File: config.mk
export PLATFORM = sky130hd
export DESIGN_NAME = vram_term_writer_flat
export DESIGN_NICKNAME = d
export VERILOG_FILES = /design/src/rtl/vram_term_writer_if.sv /design/src/rtl/vram_term_writer.sv /design/src/flat_wrapper.sv
export SDC_FILE = /design/constraint.sdc
export NUM_CORES = 1
export LEC_CHECK = 0
export BUFFER_PORTS_ARGS = -buffer_cell sky130_fd_sc_hd__buf_2
export CORE_ASPECT_RATIO = 1.2
export CORE_MARGIN = 2
export CORE_UTILIZATION = 51
export DETAILED_ROUTE_END_ITERATION = 8
export PLACE_DENSITY_LB_ADDON = 0.25
export SKIP_CTS_REPAIR_TIMING = 1
export SYNTH_ARGS = -nofsm -noshare
export SYNTH_HDL_FRONTEND = slang
export SYNTH_SLANG_ARGS = --single-unit
File: constraint.sdc
create_clock -name clk -period 2.4 [get_ports clk]
set_clock_uncertainty 0.2 [all_clocks]
set_input_delay 0.72 -clock clk [delete_from_list [all_inputs] [get_ports clk]]
set_output_delay 0.72 -clock clk [all_outputs]
set_load 0.1 [all_outputs]
File: src/rtl/vram_term_writer_if.sv
// Receive-side byte handshake between a byte source and the terminal writer.
//   rx_data  : received byte
//   rx_valid : rx_data is valid; held by the source until accepted
//   rx_ready : sink can accept a byte; transfer on the edge where both are high
// master modport = byte source, slave modport = vram_term_writer.
interface vram_term_writer_if;
  logic [7:0] rx_data;
  logic       rx_valid;
  logic       rx_ready;

  modport master (output rx_data, output rx_valid, input rx_ready);
  modport slave  (input rx_data, input rx_valid, output rx_ready);
endinterface

File: src/rtl/vram_term_writer.sv
// Serial-terminal text engine driving the write port of a COLS x ROWS
// character VRAM. Printable bytes are written at the cursor; CR, LF, BS and
// FF are interpreted. Scrolling advances a hardware scroll offset and blanks
// the recycled physical row, so the renderer never has to move memory.
//
// Ports:
//   clk        : system clock, rising edge
//   rst_n      : asynchronous active-low reset
//   rx         : byte handshake (slave side: rx_data, rx_valid in; rx_ready out)
//   vram_ad    : VRAM write address {phys_row, col}
//   vram_din   : VRAM write data
//   vram_we    : VRAM write strobe (CE and WRE)
//   cur_col    : cursor column
//   cur_row    : cursor logical row (0 = screen top)
//   scroll_row : physical VRAM row shown at the screen top
//   busy       : high while a row or screen clear is running
module vram_term_writer #(
  parameter int          COLS  = 64,
  parameter int          ROWS  = 32,
  parameter logic [7:0]  BLANK = 8'h20,
  localparam int         CW    = $clog2(COLS),
  localparam int         RW    = $clog2(ROWS),
  localparam int         AW    = CW + RW
) (
  input  logic                  clk,
  input  logic                  rst_n,
  vram_term_writer_if.slave     rx,
  output logic [AW-1:0]         vram_ad,
  output logic [7:0]            vram_din,
  output logic                  vram_we,
  output logic [CW-1:0]         cur_col,
  output logic [RW-1:0]         cur_row,
  output logic [RW-1:0]         scroll_row,
  output logic                  busy
);

  localparam logic [1:0] ST_IDLE    = 2'd0;
  localparam logic [1:0] ST_PUT     = 2'd1;
  localparam logic [1:0] ST_CLR_ROW = 2'd2;
  localparam logic [1:0] ST_CLR_SCR = 2'd3;

  localparam logic [7:0] CH_BS = 8'h08;
  localparam logic [7:0] CH_LF = 8'h0A;
  localparam logic [7:0] CH_FF = 8'h0C;
  localparam logic [7:0] CH_CR = 8'h0D;

  logic [1:0]    state;
  logic [RW-1:0] phys_row;
  logic          rx_fire;
  logic          is_printable;

  // Physical row wraps naturally in RW bits.
  assign phys_row     = scroll_row + cur_row;
  assign rx_fire      = rx.rx_valid & rx.rx_ready;
  assign is_printable = ((rx.rx_data >= 8'h20) && (rx.rx_data <= 8'h7E)) ||
                        (rx.rx_data >= 8'hA0);

  // During clears the write address register doubles as the clear counter:
  // its column field counts a row clear, the whole address counts a screen
  // clear.
  always_ff @(posedge clk or negedge rst_n) begin
    if (!rst_n) begin
      state       <= ST_IDLE;
      rx.rx_ready <= 1'b1;
      vram_ad     <= '0;
      vram_din    <= '0;
      vram_we     <= 1'b0;
      cur_col     <= '0;
      cur_row     <= '0;
      scroll_row  <= '0;
      busy        <= 1'b0;
    end else begin
      case (state)
        ST_IDLE: begin
          if (rx_fire) begin
            if (is_printable) begin
              vram_ad     <= {phys_row, cur_col};
              vram_din    <= rx.rx_data;
              vram_we     <= 1'b1;
              rx.rx_ready <= 1'b0;
              state       <= ST_PUT;
            end else begin
              case (rx.rx_data)
                CH_CR: cur_col <= '0;
                CH_LF: begin
                  if (cur_row != '1) begin
                    cur_row <= cur_row + RW'(1);
                  end else begin
                    // Recycle the row that was at the top of the screen.
                    scroll_row  <= scroll_row + RW'(1);
                    vram_ad     <= {scroll_row, {CW{1'b0}}};
                    vram_din    <= BLANK;
                    vram_we     <= 1'b1;
                    rx.rx_ready <= 1'b0;
                    busy        <= 1'b1;
                    state       <= ST_CLR_ROW;
                  end
                end
                CH_BS: begin
                  if (cur_col != '0) cur_col <= cur_col - CW'(1);
                end
                CH_FF: begin
                  scroll_row  <= '0;
                  cur_row     <= '0;
                  cur_col     <= '0;
                  vram_ad     <= '0;
                  vram_din    <= BLANK;
                  vram_we     <= 1'b1;
                  rx.rx_ready <= 1'b0;
                  busy        <= 1'b1;
                  state       <= ST_CLR_SCR;
                end
                default: ;  // ignored byte, consumed
              endcase
            end
          end
        end

        ST_PUT: begin
          vram_we <= 1'b0;
          if (cur_col == '1) begin
            cur_col <= '0;
            if (cur_row != '1) begin
              cur_row     <= cur_row + RW'(1);
              rx.rx_ready <= 1'b1;
              state       <= ST_IDLE;
            end else begin
              scroll_row  <= scroll_row + RW'(1);
              vram_ad     <= {scroll_row, {CW{1'b0}}};
              vram_din    <= BLANK;
              vram_we     <= 1'b1;
              busy        <= 1'b1;
              state       <= ST_CLR_ROW;
            end
          end else begin
            cur_col     <= cur_col + CW'(1);
            rx.rx_ready <= 1'b1;
            state       <= ST_IDLE;
          end
        end

        ST_CLR_ROW: begin
          if (vram_ad[CW-1:0] == '1) begin
            vram_we     <= 1'b0;
            busy        <= 1'b0;
            rx.rx_ready <= 1'b1;
            state       <= ST_IDLE;
          end else begin
            vram_ad <= vram_ad + AW'(1);
          end
        end

        ST_CLR_SCR: begin
          if (vram_ad == '1) begin
            vram_we     <= 1'b0;
            busy        <= 1'b0;
            rx.rx_ready <= 1'b1;
            state       <= ST_IDLE;
          end else begin
            vram_ad <= vram_ad + AW'(1);
          end
        end

        default: state <= ST_IDLE;
      endcase
    end
  end

endmodule
File: src/flat_wrapper.sv
// flat-port wrapper written by rule: the top's interface ports become plain ports
module vram_term_writer_flat 
#(
  parameter int          COLS  = 64,
  parameter int          ROWS  = 32,
  parameter logic [7:0]  BLANK = 8'h20,
  localparam int         CW    = $clog2(COLS),
  localparam int         RW    = $clog2(ROWS),
  localparam int         AW    = CW + RW
)
  (clk, rst_n, vram_ad, vram_din, vram_we, cur_col, cur_row, scroll_row, busy, rx_rx_data, rx_rx_valid, rx_rx_ready);
  vram_term_writer_if rx_i ();
  input  logic clk;
  input  logic rst_n;
  output logic [AW-1:0] vram_ad;
  output logic [7:0] vram_din;
  output logic vram_we;
  output logic [CW-1:0] cur_col;
  output logic [RW-1:0] cur_row;
  output logic [RW-1:0] scroll_row;
  output logic busy;
  input wire logic [$bits(rx_i.rx_data)-1:0] rx_rx_data;
  input wire logic [$bits(rx_i.rx_valid)-1:0] rx_rx_valid;
  output wire logic [$bits(rx_i.rx_ready)-1:0] rx_rx_ready;
  assign rx_i.rx_data = rx_rx_data;
  assign rx_i.rx_valid = rx_rx_valid;
  assign rx_rx_ready = rx_i.rx_ready;
  vram_term_writer #(.COLS(COLS), .ROWS(ROWS), .BLANK(BLANK)) u_core (.clk(clk), .rst_n(rst_n), .rx(rx_i), .vram_ad(vram_ad), .vram_din(vram_din), .vram_we(vram_we), .cur_col(cur_col), .cur_row(cur_row), .scroll_row(scroll_row), .busy(busy));
endmodule
# [Yosys cells after proc, flatten, opt, wreduce, memory -nomap -nowiden]
# Index checks and enable logic that the tools add are counted.
[classes] muxes=65 n_div=0 reduce_logical=13 magnitude_cmp=3 mul=0 addsub=6 shifts=0 n_bitwise=1 eq_ne=24
[ops] operator="$mux 11" n=6
[ops] operator="$pmux 11 s4" n=1
[ops] operator="$mux 5" n=8
[ops] operator="$pmux 5 s2" n=4
[ops] operator="$eq 8x4->1 const B" n=4
[ops] operator="$mux 8" n=4
[ops] operator="$pmux 8 s2" n=2
[ops] operator="$mux 6" n=4
[ops] operator="$pmux 6 s2" n=2
[ops] operator="$pmux 11 s2" n=1
[ops] operator="$reduce_and 5->1" n=4
[ops] operator="$mux 1" n=18
[ops] operator="$mux 2" n=7
[ops] operator="$eq 6x6->1 const B" n=2
[ops] operator="$pmux 1 s4" n=3
[ops] operator="$reduce_and 6->1" n=2
[ops] operator="$add 11x1->11 const B" n=1
[ops] operator="$eq 11x11->1 const B" n=1
[ops] operator="$add 5x1->5 const B" n=2
[ops] operator="$ge 8x6->1 const B" n=1
[ops] operator="$ge 8x8->1 const B" n=1
[ops] operator="$le 8x7->1 const B" n=1
[ops] operator="$ne 2x1->1 const B" n=4
[ops] operator="$ne 4x3->1 const B" n=2
[ops] operator="other kinds (20)" n=27
[word_totals] ram_bits=0 in_bits=11 romBits=0 word_cells=121 memories=0 ff_bits=40 output_inout_bits=38 latch_bits=0

# [Logic depth before layout (Yosys ltp)]
# Gate-level depths: netlist (run 1).
[depth] word_depth=6 depth_mapped=7

# [Least setup slack after synthesis (run 1)]
# No wires, ideal clock.
[synth_path] path_type="flip-flop to flip-flop" from="register u_core.cur_col[1]" to="register u_core.vram_ad[5]" path_stages_with_launch=8 synth_period_minus_slack_ps=3184 slack_ps=-784 setup_time_ps=126 arrival_ps=2858 cell_sequence="dfrtp_1 ha_1 and3_1 clkbuf_1 a31oi_1 nor3_1 o211ai_2 a221o_1"
[synth_via] elab_chain_len=3
[synth_lines] element="from (decl)" line_no="vram_term_writer.sv:31" source="output logic [CW-1:0] cur_col,"
[synth_lines] element="from (signal assigned)" line_no="vram_term_writer.sv:100" source="if (cur_col != '0) cur_col <= cur_col - CW'(1);"
[synth_lines] element="from (signal assigned)" line_no="vram_term_writer.sv:136" source="cur_col <= cur_col + CW'(1);"
[synth_lines] element="$eq 6x6->1" line_no="vram_term_writer.sv:121" source="if (cur_col == '1) begin"
[synth_lines] element="$ne 2x1->1 (no source line)"
[synth_lines] element="$reduce_and 5->1 (no source line)"
[synth_lines] element="to (signal assigned)" line_no="vram_term_writer.sv:129" source="vram_ad <= {scroll_row, {CW{1'b0}}};"
[synth_lines] element="to (signal assigned)" line_no="vram_term_writer.sv:149" source="vram_ad <= vram_ad + AW'(1);"
[synth_lines] element="to (signal assigned)" line_no="vram_term_writer.sv:160" source="vram_ad <= vram_ad + AW'(1);"
[synth_lines] element="to (decl)" line_no="vram_term_writer.sv:28" source="output logic [AW-1:0] vram_ad,"
# Every way passes these cells.
# A chain may end at the register's enable or synchronous reset.

# [Final worst setup path (run 1)]
[layout_path] from="input port rx_rx_data[6]" to="register u_core.cur_col[3]"
[layout_via] elab_chain_len=6 elab_cells_between_ends=17
[layout_lines] element="from (decl)" line_no="flat_wrapper.sv:22" source="input wire logic [$bits(rx_i.rx_data)-1:0] rx_rx_data;"
[layout_lines] element="parallel branches: the longest is 6 deep, another holds $ge 8x6->1"
# Parallel ways; which one is timed is not known. The select of a mux whose other input is x is not followed.

==> results of run 1 <==
[power by group]
part | leakage, uW | internal, uW | switching (uW)
clock network | 0.0000510 | 230 | 259
registers | 0.000477 | 673 | 0
logic | 0.00132 | 46.2 | 52.7
[area by class of cell]
| cell class | count | share of cell area, % |
|---|---|---|
| multi-input cells | 235 | 47.3 |
| clock inverters | 2 | 0.258 |
| clock buffers | 6 | 2.13 |
| inverters | 12 | 1.16 |
| repair buffers | 118 | 20.6 |
| well taps | 62 | 2.00 |
| flip-flops and latches | 40 | 26.5 |
[placed cells by master, fill, tap and decap left out, types with 7 or more instances in the layout]
| master | netlist | layout |
|---|---|---|
| a21oi_1 | 25 | 19 |
| nand2_1 | 19 | 17 |
| nor3_1 | 8 | 7 |
| buf_4 | 0 | 65 |
| nor2_1 | 17 | 17 |
| a22o_1 | 10 | 10 |
| ha_1 | 10 | 10 |
| buf_2 | 4 | 46 |
| dfrtp_1 | 39 | 26 |
| inv_1 | 12 | 12 |
| nand3_1 | 14 | 12 |
| dfrtp_2 | 0 | 9 |
| o2bb2ai_1 | 7 | 7 |
| o21ai_0 | 12 | 7 |
| nand4_1 | 7 | 7 |
[metrics by stage]
stage          std cells  total power [uW]  util (%)  TNS (ps)  setup WS, ps
2_1_floorplan        301               707         -     -9350          -401
3_3_place_gp         461               769      68.8    -14720          -441
3_5_place_dp         461               771      68.8    -15870          -482
4_1_cts              469              1240      70.6     -3820          -180
5_1_grt              475              1300      73.8     -2040          -122
6_report             475              1260      73.8     -1230         -84.5
[sequential cells by signal, indices dropped and copies added, names as in the netlist, 2 cells and up]
name / flops
u_core.cur_col: 6
u_core.cur_row: 5
u_core.scroll_row: 5
u_core.state: 2
u_core.vram_ad: 11
u_core.vram_din: 8
[per-layer routing]
metal / share of wire (%) / vias up
met5: 0 / -
met4: 3.1 / 0
met3: 5.8 / 28
met2: 50 / 140
met1: 42 / 1508
li1: - / 1403
[worst paths after layout]
kind | from | to | slack (ps) | cells past startpoint
hold / removal | rst_n | u_core.vram_din[1] | 180 | 1
min in group clk | u_core.vram_we | u_core.vram_we | 290 | 1
setup / recovery | rx_rx_data[6] | u_core.cur_col[3] | -80 | 7
setup reg to reg | u_core.cur_row[0] | u_core.vram_ad[0] | 20 | 7
max in group asynchronous | rst_n | u_core.rx.rx_ready | 1240 | 2
hold reg to reg | u_core.vram_we | u_core.vram_we | 290 | 1
[kinds of logic after synthesis]
| group | after synthesis | share of synthesized area (%) |
|---|---|---|
| compound gates | 106 | 28.7 |
| xor+xnor | 10 | 3.17 |
| fa+ha+maj | 11 | 5.25 |
| buf+inv | 26 | 3.71 |
| flops | 40 | 36.2 |
| mux | 5 | 1.86 |
| simple gates | 103 | 21.1 |
[critical path, delay by kind of cell]
family | cells | cell delay (ps)
AOI/OAI and AO/OA | 3 | 800
and+or+nand+nor | 2 | 690
buffers and inverters | 2 | 310
==> impl_summary.txt, run 1 <==
----------------------------------------------------
[GRT]
  GRT Overall Usage ... 29.3%
  GR Util met1 ... between 40% and 50%
  Number of antenna violations at the first check in global routing ... 0
  Grt met2 use ... 46.9%
  Layer with the highest usage ... met2
  Global Route met3 Usage ... slightly below 4%
  Aggregate global routing overflow ... 0
  Via count of the first global-routing pass ... just under 3,000
  First-pass GRT wire length ... between 10 and 15 mm
  Largest net degree at the start of global routing ... 22

[Synth]
  Top cells by instance count after synthesis ... 39 x dfrtp_1, 25 x a21oi_1, 19 x nand2_1
  Post-synthesis cell type count ... 66
  Combined area of all synthesized cells ... between 2000 and 3000 um^2
  Number of flops mapped to enable cells by yosys ... 0
  Share of the synthesized area in the top cell type ... 35.3%
  Number of synthesized register bits ... 40
  Most used flip-flop cell after synthesis ... dfrtp_1
  Cell types with the largest area share after synthesis ... dfrtp_1 35%, a21oi_1 4.5%, ha_1 4.5%, a22o_1 3.2%, nand2_1 2.6%
  Warnings, synthesis ... 0
  Synthesized Nets ... around 320
  Sequential share of the synthesized area ... between 30% and 40%
  Proportion of synthesized flip-flops having asynchronous set or reset ... 100%
  Most frequent cell after synthesis ... dfrtp_1
  Library cell with the largest summed area after synthesis ... dfrtp_1
  Instance count of the mapped netlist ... 301
  Synthesized area per cell ... 9.19 um^2

[Pwr]
  Power density over cell area ... ~320 nW/um^2
  Worst supply voltage drop on vdd ... ~0.19 mV
  Leakage ... roughly 0.0018 uW

[Run status]
  Outcome ... complete, but fails checks
  Failing checks ... setup timing

[Die]
  Number of I/O pins ... 49
  DIE WIDTH ... slightly above 70 um
  Total die area ... 6030 um^2
  Standard-cell rows ... 29
  Die height ... 84.7 um
  Core region area ... 5260 um^2
  Initial Util ... 52.6%

[Setup path]
  Kind of critical path ... primary input to flop
  Required @ worst endpoint ... about 2400 ps
  Worst-path maximum fanout ... 5
  Data arrival at the endpoint of the critical path ... approximately 2500 ps
  Ordered cell list for the critical path ... buf_6 -> or4b_4 -> o41a_1 -> a311oi_2 -> buf_4 -> nand2b_1 -> a22o_1
  Slowest-stage cell, CP ... or4b_4
  Critical path capture point type ... flop
  Critical path startpoint category ... primary input
  Crit-path max cell delay ... roughly 580 ps

[Drt]
  Wire per inst ... around 19 um
  Final WL ... roughly 9 mm
  Count of unresolved DRC violations after routing ... 0
  Pre-Repair DR Iteration Count ... 5
  Number of vias after detailed routing ... 3,079
  Post-DR vias/cell ... 6.48
  Number of nets with antenna violations after detailed routing ... 0
  Violation count after the first detailed-routing iteration ... around 270

[Layout]
  Sequential standard cell area ... 1030 um^2
  Area occupied by multi-input gates ... between 1500 and 2000 um^2
  Antenna Cells ... 0
  Final instance area ... roughly 3900 um^2
  Share of cells above drive strength 1 ... around 44%
  Final nets ... around 430
  Filler instances ... 400
  Area added between synthesis and finish ... 40.5%

[Placed design]
  GPL Wtd Cong ... between 0.8 and 0.9
  Sum of net half-perimeters after detailed placement ... about 6.5 mm
  Placed cell area ... around 3600 um^2
  Buffers on Ports ... 48

[STA]
  Number of hold violations in the final report ... 0
  Number of pins with negative max-slew slack in the final report ... 0
  Worst Tran Pin Value ... ~520 ps
  Slack of the critical path ... -84.5 ps
  Final critical delay including setup and external delays ... about 2500 ps
  Worst slew margin relative to its limit ... between 60% and 70%
  Unrepaired setup endpoints after global routing ... true
  Final Cycle Share ... 104%
  Maximum achievable frequency ... between 0.4 and 0.5 GHz
  Worst Hold Slack ... 181 ps
  Count of endpoints failing setup in the final report ... 25

[Clock network]
  Cell chosen for the clock root ... clkbuf_8
  H-tree depth reported by CTS ... 2
  CTS tree ... yes
  Clock latency on the worst-skew pair ... about 300 ps
  Clock Sinks ... 40
  Number of buffers created by CTS ... 5
  Buffer depth of the longest clock path ... 2
  Post-CTS clock slew at the launch and capture registers of the worst setup and hold paths ... about 80 ps

[Flow run]
  Maxcap violations ... 0

[Worst hold path]
  Worst min-delay path category ... primary input to async pin

----------------------------------------------------
No activity file was read; power rests on OpenSTA's default activity.
==> run 2, diff against run 1 <==
- ABC_AREA: unset -> 1
- BUFFER_PORTS_ARGS: -buffer_cell sky130_fd_sc_hd__buf_2 -> -buffer_cell sky130_fd_sc_hd__buf_4
- CORE_UTILIZATION: 51 -> 52
- HOLD_SLACK_MARGIN: unset -> 0.08
==> run 2 against run 1 <==
Against the previous run:
- the run now ends clean
- hold slack improved by 20 ps
- sequential share of layout area is 0.30 points lower
- via count up 11%
- final cell count rose by 36%
- first-iteration DRC count shrank 10%
- die area is 14% higher
- synthesized cell count increased by 68%
- setup slack improved by 390 ps
- global-route usage shrank 3.0 points
- flip-flop and latch count did not move
- non-clock buffer count is 52 lower
- synthesized area increased by 17%
- critical path type is now flop to primary output
==> impl_summary.txt, run 2 <==
----------------------------------------------------
[Flow run]
  Maxcap violations ... 0 (unchanged)

[Setup path]
  Slowest-stage cell, CP ... dfrtp_1
  Required @ worst endpoint ... 1480 ps (-960 ps)
  R2r startpoint ... u_core.vram_ad[0]
  Worst path buffer plus inverter count ... 1 (-1)
  Crit Reg-Reg Endpoint ... u_core.rx.rx_ready
  Worst-path maximum fanout ... 8 (+3)
  Critical path startpoint category ... flop
  Kind of critical path ... flop to primary output
  Crit-path max cell delay ... 520 ps (-60 ps)
  Worst reg-to-reg path cell count ... 8 (+1)
  Ordered cell list for the critical path ... buf_4
  Critical path capture point type ... primary output
  Worst setup path end ... cur_row[2]
  Stages on the worst setup path ... 1 (-6)
  Family with the most delay on the worst path ... flip-flops
  Critical path origin ... u_core.cur_row[2]
  Data arrival at the endpoint of the critical path ... 1170 ps (-1360 ps)
  Reg2reg setup slack ... 310 ps (+290 ps)

[Die]
  Core region area ... 6050 um^2 (+15%)
  DIE WIDTH ... 76.1 um (+6.9%)
  Standard-cell rows ... 31 (+6.9%)
  Initial Util ... 53.7% (+1.1 points)
  Total die area ... 6900 um^2 (+14%)
  Number of I/O pins ... 49 (unchanged)
  Die height ... 90.6 um (+7.0%)

[Clock network]
  Clock Sinks ... 40 (unchanged)
  Post-CTS clock slew at the launch and capture registers of the worst setup and hold paths ... 80 ps (about the same)
  H-tree depth reported by CTS ... 2 (unchanged)
  Number of buffers created by CTS ... 5 (unchanged)
  Cell chosen for the clock root ... clkbuf_8
  Buffer depth of the longest clock path ... 2 (unchanged)
  Clock latency on the worst-skew pair ... 290 ps (about the same)
  CTS tree ... yes

[Layout]
  Filler instances ... 572 (+43%)
  Antenna Cells ... 0 (unchanged)
  Biggest register ... u_core.vram_ad
  Final nets ... 585 (+35%)
  Share of cells above drive strength 1 ... 19.0% (-25 points)
  Registers with the most flip-flops ... u_core.vram_ad: 11 flops, u_core.vram_din: 8 flops, u_core.cur_col: 6 flops
  Leading cell type in the layout, fill and taps excluded ... nand2_1
  Leading cell types in the layout, fill and taps excluded ... 187 x nand2_1, 65 x buf_4, 51 x inv_1, 46 x nand3_1, 42 x o21ai_0
  Area added between synthesis and finish ... 19.1%
  Number of flip-flops in the largest register ... 11 (unchanged)

[Synth]
  Number of flops mapped to enable cells by yosys ... 0 (unchanged)
  Proportion of synthesized flip-flops having asynchronous set or reset ... 100% (unchanged)
  Warnings, synthesis ... 0 (unchanged)
  Most frequent cell after synthesis ... nand2_1
  Synthesized Nets ... 528 (+63%)
  Most used flip-flop cell after synthesis ... dfrtp_1
  Top cells by instance count after synthesis ... 187 x nand2_1, 51 x inv_1, 46 x nand3_1
  Share of the synthesized area in the top cell type ... 30.0% (-5.2 points)
  Number of synthesized register bits ... 40 (unchanged)
  Post-synthesis cell type count ... 36 (-45%)
  Synthesized area per cell ... 6.42 um^2 (-30%)
  Cell types with the largest area share after synthesis ... dfrtp_1 30%, nand2_1 22%, nand3_1 7.1%, o21ai_0 6.5%, inv_1 5.9%
  Library cell with the largest summed area after synthesis ... dfrtp_1
  Instance count of the mapped netlist ... 506 (+68%)
  Sequential share of the synthesized area ... 30.9% (-5.4 points)
  Combined area of all synthesized cells ... 3250 um^2 (+17%)

[STA]
  Worst Tran Pin Value ... 516 ps (-0.731 ps)
  Final Cycle Share ... 87.2% (-16 points)
  Unrepaired setup endpoints after global routing ... false
  Count of endpoints failing setup in the final report ... 0 (-100%)
  Number of pins with negative max-slew slack in the final report ... 0 (unchanged)
  Final critical delay including setup and external delays ... 2090 ps (-391 ps)
  Slack of the critical path ... 306 ps (+391 ps)
  Maximum achievable frequency ... 0.478 GHz (+19%)
  Worst slew margin relative to its limit ... 65.6% (about the same)
  Number of hold violations in the final report ... 0 (unchanged)
  Worst Hold Slack ... 201 ps (+20.1 ps)

[Placed design]
  Buffers on Ports ... 48 (unchanged)
  GPL Wtd Cong ... 0.909 (+1.0%)
  Sum of net half-perimeters after detailed placement ... 6.46 mm (-1.3%)
  Worst-case setup slack after placement ... -57.9 ps (+424 ps)

[Drt]
  Wire per inst ... 13.3 um (-30%)
  Post-DR vias/cell ... 5.31 (-18%)
  Pre-Repair DR Iteration Count ... 5 (unchanged)
  Final WL ... 8.56 mm (-4.5%)
  Number of vias after detailed routing ... 3,430 (+11%)
  Number of nets with antenna violations after detailed routing ... 0 (unchanged)
  Violation count after the first detailed-routing iteration ... 245 (-10%)
  Count of unresolved DRC violations after routing ... 0 (unchanged)

[Worst hold path]
  Worst min-delay path category ... primary input to async pin

[Run status]
  Outcome ... finished clean

[GRT]
  Aggregate global routing overflow ... 0 (unchanged)
  Via count of the first global-routing pass ... 3,254 (+13%)
  Number of antenna violations at the first check in global routing ... 0 (unchanged)
  First-pass GRT wire length ... 15.0 mm (+6.2%)
  Largest net degree at the start of global routing ... 41 (+86%)
  GRT Overall Usage ... 26.2% (-3.0 points)

----------------------------------------------------
## run 2: changes by cell type in the layout (fill, tap and decap cells not counted), moves of 17 or more
cell     before  now
nor2_1       17   34
nand3_1      12   46
buf_2        46    0
o21ai_0       7   42
nand2_1      17  187
inv_1        12   51
## run 2: worst min path at each step
| stage | cells past startpoint | end | slack, ps |
|---|---|---|---|
| 6_report | 1 | u_core.vram_din[2] | 200 |
| 2_1_floorplan | 0 | u_core.busy | 220 |
| 3_3_place_gp | 2 | u_core.vram_we | 260 |
| 4_1_cts | 1 | u_core.vram_din[2] | 210 |
| 5_1_grt | 1 | u_core.vram_din[2] | 230 |
| 3_5_place_dp | 2 | u_core.vram_din[6] | 260 |
## run 2: layer usage
| metal | GRT usage [%] | part of all wire (%) | vias up |
|---|---|---|---|
| li1 | - | - | 1729 |
| met1 | 33.7 | 45 | 1570 |
| met2 | 43.8 | 48 | 108 |
| met3 | 5.00 | 4.9 | 23 |
| met4 | 10.0 | 2.7 | 0 |
| met5 | 0 | 0 | - |
## run 2: kinds of logic (layout without fill, tap and decap cells)
group,count (synthesis),after routing,synth area share [%]
AO/OA/AOI/OAI,71,71,11.9
adder cells (fa/ha/maj),11,11,4.47
buffers and inverters,73,131,9.48
AND/OR/NAND/NOR,296,296,39.3
XOR/XNOR,15,15,4.04
flip-flops,40,40,30.9
## run 2: cell type report
cell class                      instances  area, um^2  area share (%)
Sequential cell                        40        1010            26.2
Multi-Input combinational cell        393        1940            50.2
Timing Repair Buffer                   66         508            13.1
Tap cell                               82         103            2.65
Clock buffer                            8        90.1            2.33
Inverter                               57         214            5.53
## run 2: stage by stage
stage	utilization, %	area, um^2	std cells	setup TNS, ps
2_1_floorplan	-	3260	506	0
3_3_place_gp	62.4	3770	638	0
3_5_place_dp	62.4	3770	638	-428
4_1_cts	63.9	3860	646	0
5_1_grt	63.9	3870	646	0
6_report	63.9	3870	646	0
Power of run 2 is not shown: default switching activity piles up to over one toggle a cycle in this logic, so the estimate is an artifact.
==> run 3, diff against run 2 <==
- ABC_AREA: 1 -> unset
- CORE_UTILIZATION: 52 -> 51
- CTS_CLUSTER_DIAMETER: unset -> 40
- TNS_END_PERCENT: unset -> 50
==> run 3 against run 2 <==
Against the previous run:
- flip-flop and latch count is the same
- global-route usage is 2.6 points higher
- critical path depth rose by 7
- the flow now finishes with violations (setup timing)
- hold slack worse by 30 ps
- critical path type is now primary input to flop
- setup slack worse by 430 ps
- largest cell class unchanged
- register-to-register slack got worse by 260 ps
- first-iteration DRC count increased by 0.41%
- via count is 12% lower
- final cell count fell by 27%
==> impl_summary.txt, run 3 (synthesis results as in run 1) <==
----------------------------------------------------
[Run status]
  Outcome ... complete, but fails checks
  Failing checks ... setup timing

[Setup path]
  R2r startpoint ... u_core.cur_row[0]
  Critical path startpoint category ... primary input
  Required @ worst endpoint ... 2430 ps (+950 ps)
  Kind of critical path ... primary input to flop
  Worst-path maximum fanout ... 8 (unchanged)
  Data arrival at the endpoint of the critical path ... 2550 ps (+1380 ps)
  Critical path capture point type ... flop
  Critical path origin ... rx_rx_data[6]

[Layout]
  Area added between synthesis and finish ... 44.1%
  Antenna Cells ... 0 (unchanged)
  Leading cell types in the layout, fill and taps excluded ... 108 x buf_4, 26 x dfrtp_1, 21 x a21oi_1, 17 x nand2_1, 16 x nor2_1
  Share of cells above drive strength 1 ... 43.8% (+25 points)
  Registers with the most flip-flops ... u_core.vram_ad: 11 flops, u_core.vram_din: 8 flops, u_core.cur_col: 6 flops
  Final nets ... 430 (-26%)
  Final instance area ... 3980 um^2 (+3.0%)
  Number of flip-flops in the largest register ... 11 (unchanged)
  Biggest register ... u_core.vram_ad
  Share of the core filled with cells ... 75.7% (+12 points)
  Leading cell type in the layout, fill and taps excluded ... buf_4

[Drt]
  Number of nets with antenna violations after detailed routing ... 0 (unchanged)
  Post-DR vias/cell ... 6.38 (+20%)
  Violation count after the first detailed-routing iteration ... 246 (+0.41%)
  Final WL ... 8.76 mm (+2.2%)
  Count of unresolved DRC violations after routing ... 0 (unchanged)
  Number of vias after detailed routing ... 3,003 (-12%)
  Pre-Repair DR Iteration Count ... 5 (unchanged)
  Wire per inst ... 18.6 um (+40%)

[Clock network]
  Clock Sinks ... 40 (unchanged)
  H-tree depth reported by CTS ... 2 (unchanged)
  Cell chosen for the clock root ... clkbuf_8
  Number of buffers created by CTS ... 5 (unchanged)
  Post-CTS clock slew at the launch and capture registers of the worst setup and hold paths ... 90 ps (about the same)
  CTS tree ... yes
  Clock latency on the worst-skew pair ... 320 ps (+30 ps)
  Buffer depth of the longest clock path ... 2 (unchanged)

[Pwr]
  Switching part of the total power ... around 24%
  Final total power ... between 1000 and 1500 uW
  Worst supply voltage drop on vdd ... 0.310 mV
  Power density over cell area ... between 300 and 400 nW/um^2
  Leakage ... ~0.0019 uW
  Share of total power in combinational logic ... slightly above 7%
  Cell-internal power ... 945 uW
  Clock network fraction of total power ... 39.0%
  Fraction of power consumed by sequential logic ... a little over half
  Switching pwr ... between 300 and 400 uW

[STA]
  Number of pins with negative max-slew slack in the final report ... 0 (unchanged)
  Sum of negative setup slack ... -844 ps (-844 ps)
  Count of endpoints failing setup in the final report ... 16 (+16)
  Worst slew margin relative to its limit ... 65.0% (-0.62 points)
  Maximum achievable frequency ... 0.396 GHz (-17%)
  Number of hold violations in the final report ... 0 (unchanged)
  Final Cycle Share ... 105% (+18 points)
  Unrepaired setup endpoints after global routing ... true
  Final critical delay including setup and external delays ... 2520 ps (+430 ps)
  Slack of the critical path ... -123 ps (-430 ps)
  Worst Tran Pin Value ... 521 ps (+4.51 ps)

[GRT]
  Via count of the first global-routing pass ... 2,833 (-13%)
  GRT Overall Usage ... 28.9% (+2.6 points)
  Number of antenna violations at the first check in global routing ... 0 (unchanged)
  Largest net degree at the start of global routing ... 41 (unchanged)
  Aggregate global routing overflow ... 0 (unchanged)
  First-pass GRT wire length ... 13.8 mm (-7.8%)

[Die]
  Total die area ... 6030 um^2 (-13%)
  Initial Util ... 52.6% (-1.1 points)
  Core region area ... 5260 um^2 (-13%)
  Die height ... 84.7 um (-6.5%)
  Standard-cell rows ... 29 (-6.5%)
  Number of I/O pins ... 49 (unchanged)
  DIE WIDTH ... 71.2 um (-6.5%)

[Placed design]
  Worst-case setup slack after placement ... -466 ps (-408 ps)
  Placed cell area ... 3680 um^2 (-2.4%)
  Buffers on Ports ... 48 (unchanged)
  GPL Wtd Cong ... 0.934 (+2.8%)
  Sum of net half-perimeters after detailed placement ... 6.24 mm (-3.4%)

[Worst hold path]
  Worst min-delay path category ... primary input to async pin

[Flow run]
  Maxcap violations ... 0 (unchanged)

----------------------------------------------------
-- run 3: cell types whose count changed in the layout (fill, tap and decap cells not counted), sizes merged, moves of 8 or more --
cell,before,now
nor2,42,17
o21ai,47,12
xor2,12,4
buf,66,114
nand3,48,14
a22o,0,10
nand2,192,19
a21oi,17,25
inv,56,12
-- run 3: layout make-up --
type	count	area, um^2
clock buffers	6	82.6
clock inverters	2	10.0
fillers	373	1280
inverters	12	45.0
multi-input cells	235	1860
flip-flops and latches	40	1030
well taps	62	77.6
repair buffers	114	878
-- run 3: critical path, stage by stage --
cell and delay (ps):
buf_6 90, or4b_4 580, o41a_1 410, a311oi_2 220, buf_4 210, buf_4 120
a21oi_2 60, a31oi_4 140
-- run 3: final timing paths --
kind / to / slack, ps / depth (start not counted)
min reg2reg: u_core.vram_din[6] / 290 / 1
max in group asynchronous: u_core.cur_col[3] / 1400 / 1
min: u_core.vram_ad[2] / 170 / 1
max: u_core.cur_col[4] / -120 / 8
min in group clk: u_core.vram_din[6] / 290 / 1
max reg2reg: u_core.vram_we / 50 / 7
-- run 3: power groups by stage --
stage	registers (uW)	clock network, uW	logic (uW)
CTS	673	493	83.5
global placement	687	0	81.5
finish	673	488	89.9
global route	673	519	97.1
detailed placement	687	0	83.0
floorplan	687	0	20.4
-- run 3: layer usage --
| metal | vias to the layer above | track usage, % | routed length, um |
|---|---|---|---|
| met2 | 100 | 47.1 | 4490 |
| li1 | 1393 | - | - |
| met1 | 1492 | 37.8 | 3630 |
| met5 | - | 0 | 0 |
| met4 | 0 | 11.0 | 188 |
| met3 | 18 | 5.40 | 452 |
-- run 3: per-stage QoR --
| stage | cells | hold WS, ps |
|---|---|---|
| final | 471 | 171 |
| after global placement | 457 | 270 |
| after CTS | 465 | 198 |
| after floorplan | 301 | 224 |
| after detailed placement | 457 | 278 |
| after global routing | 471 | 224 |
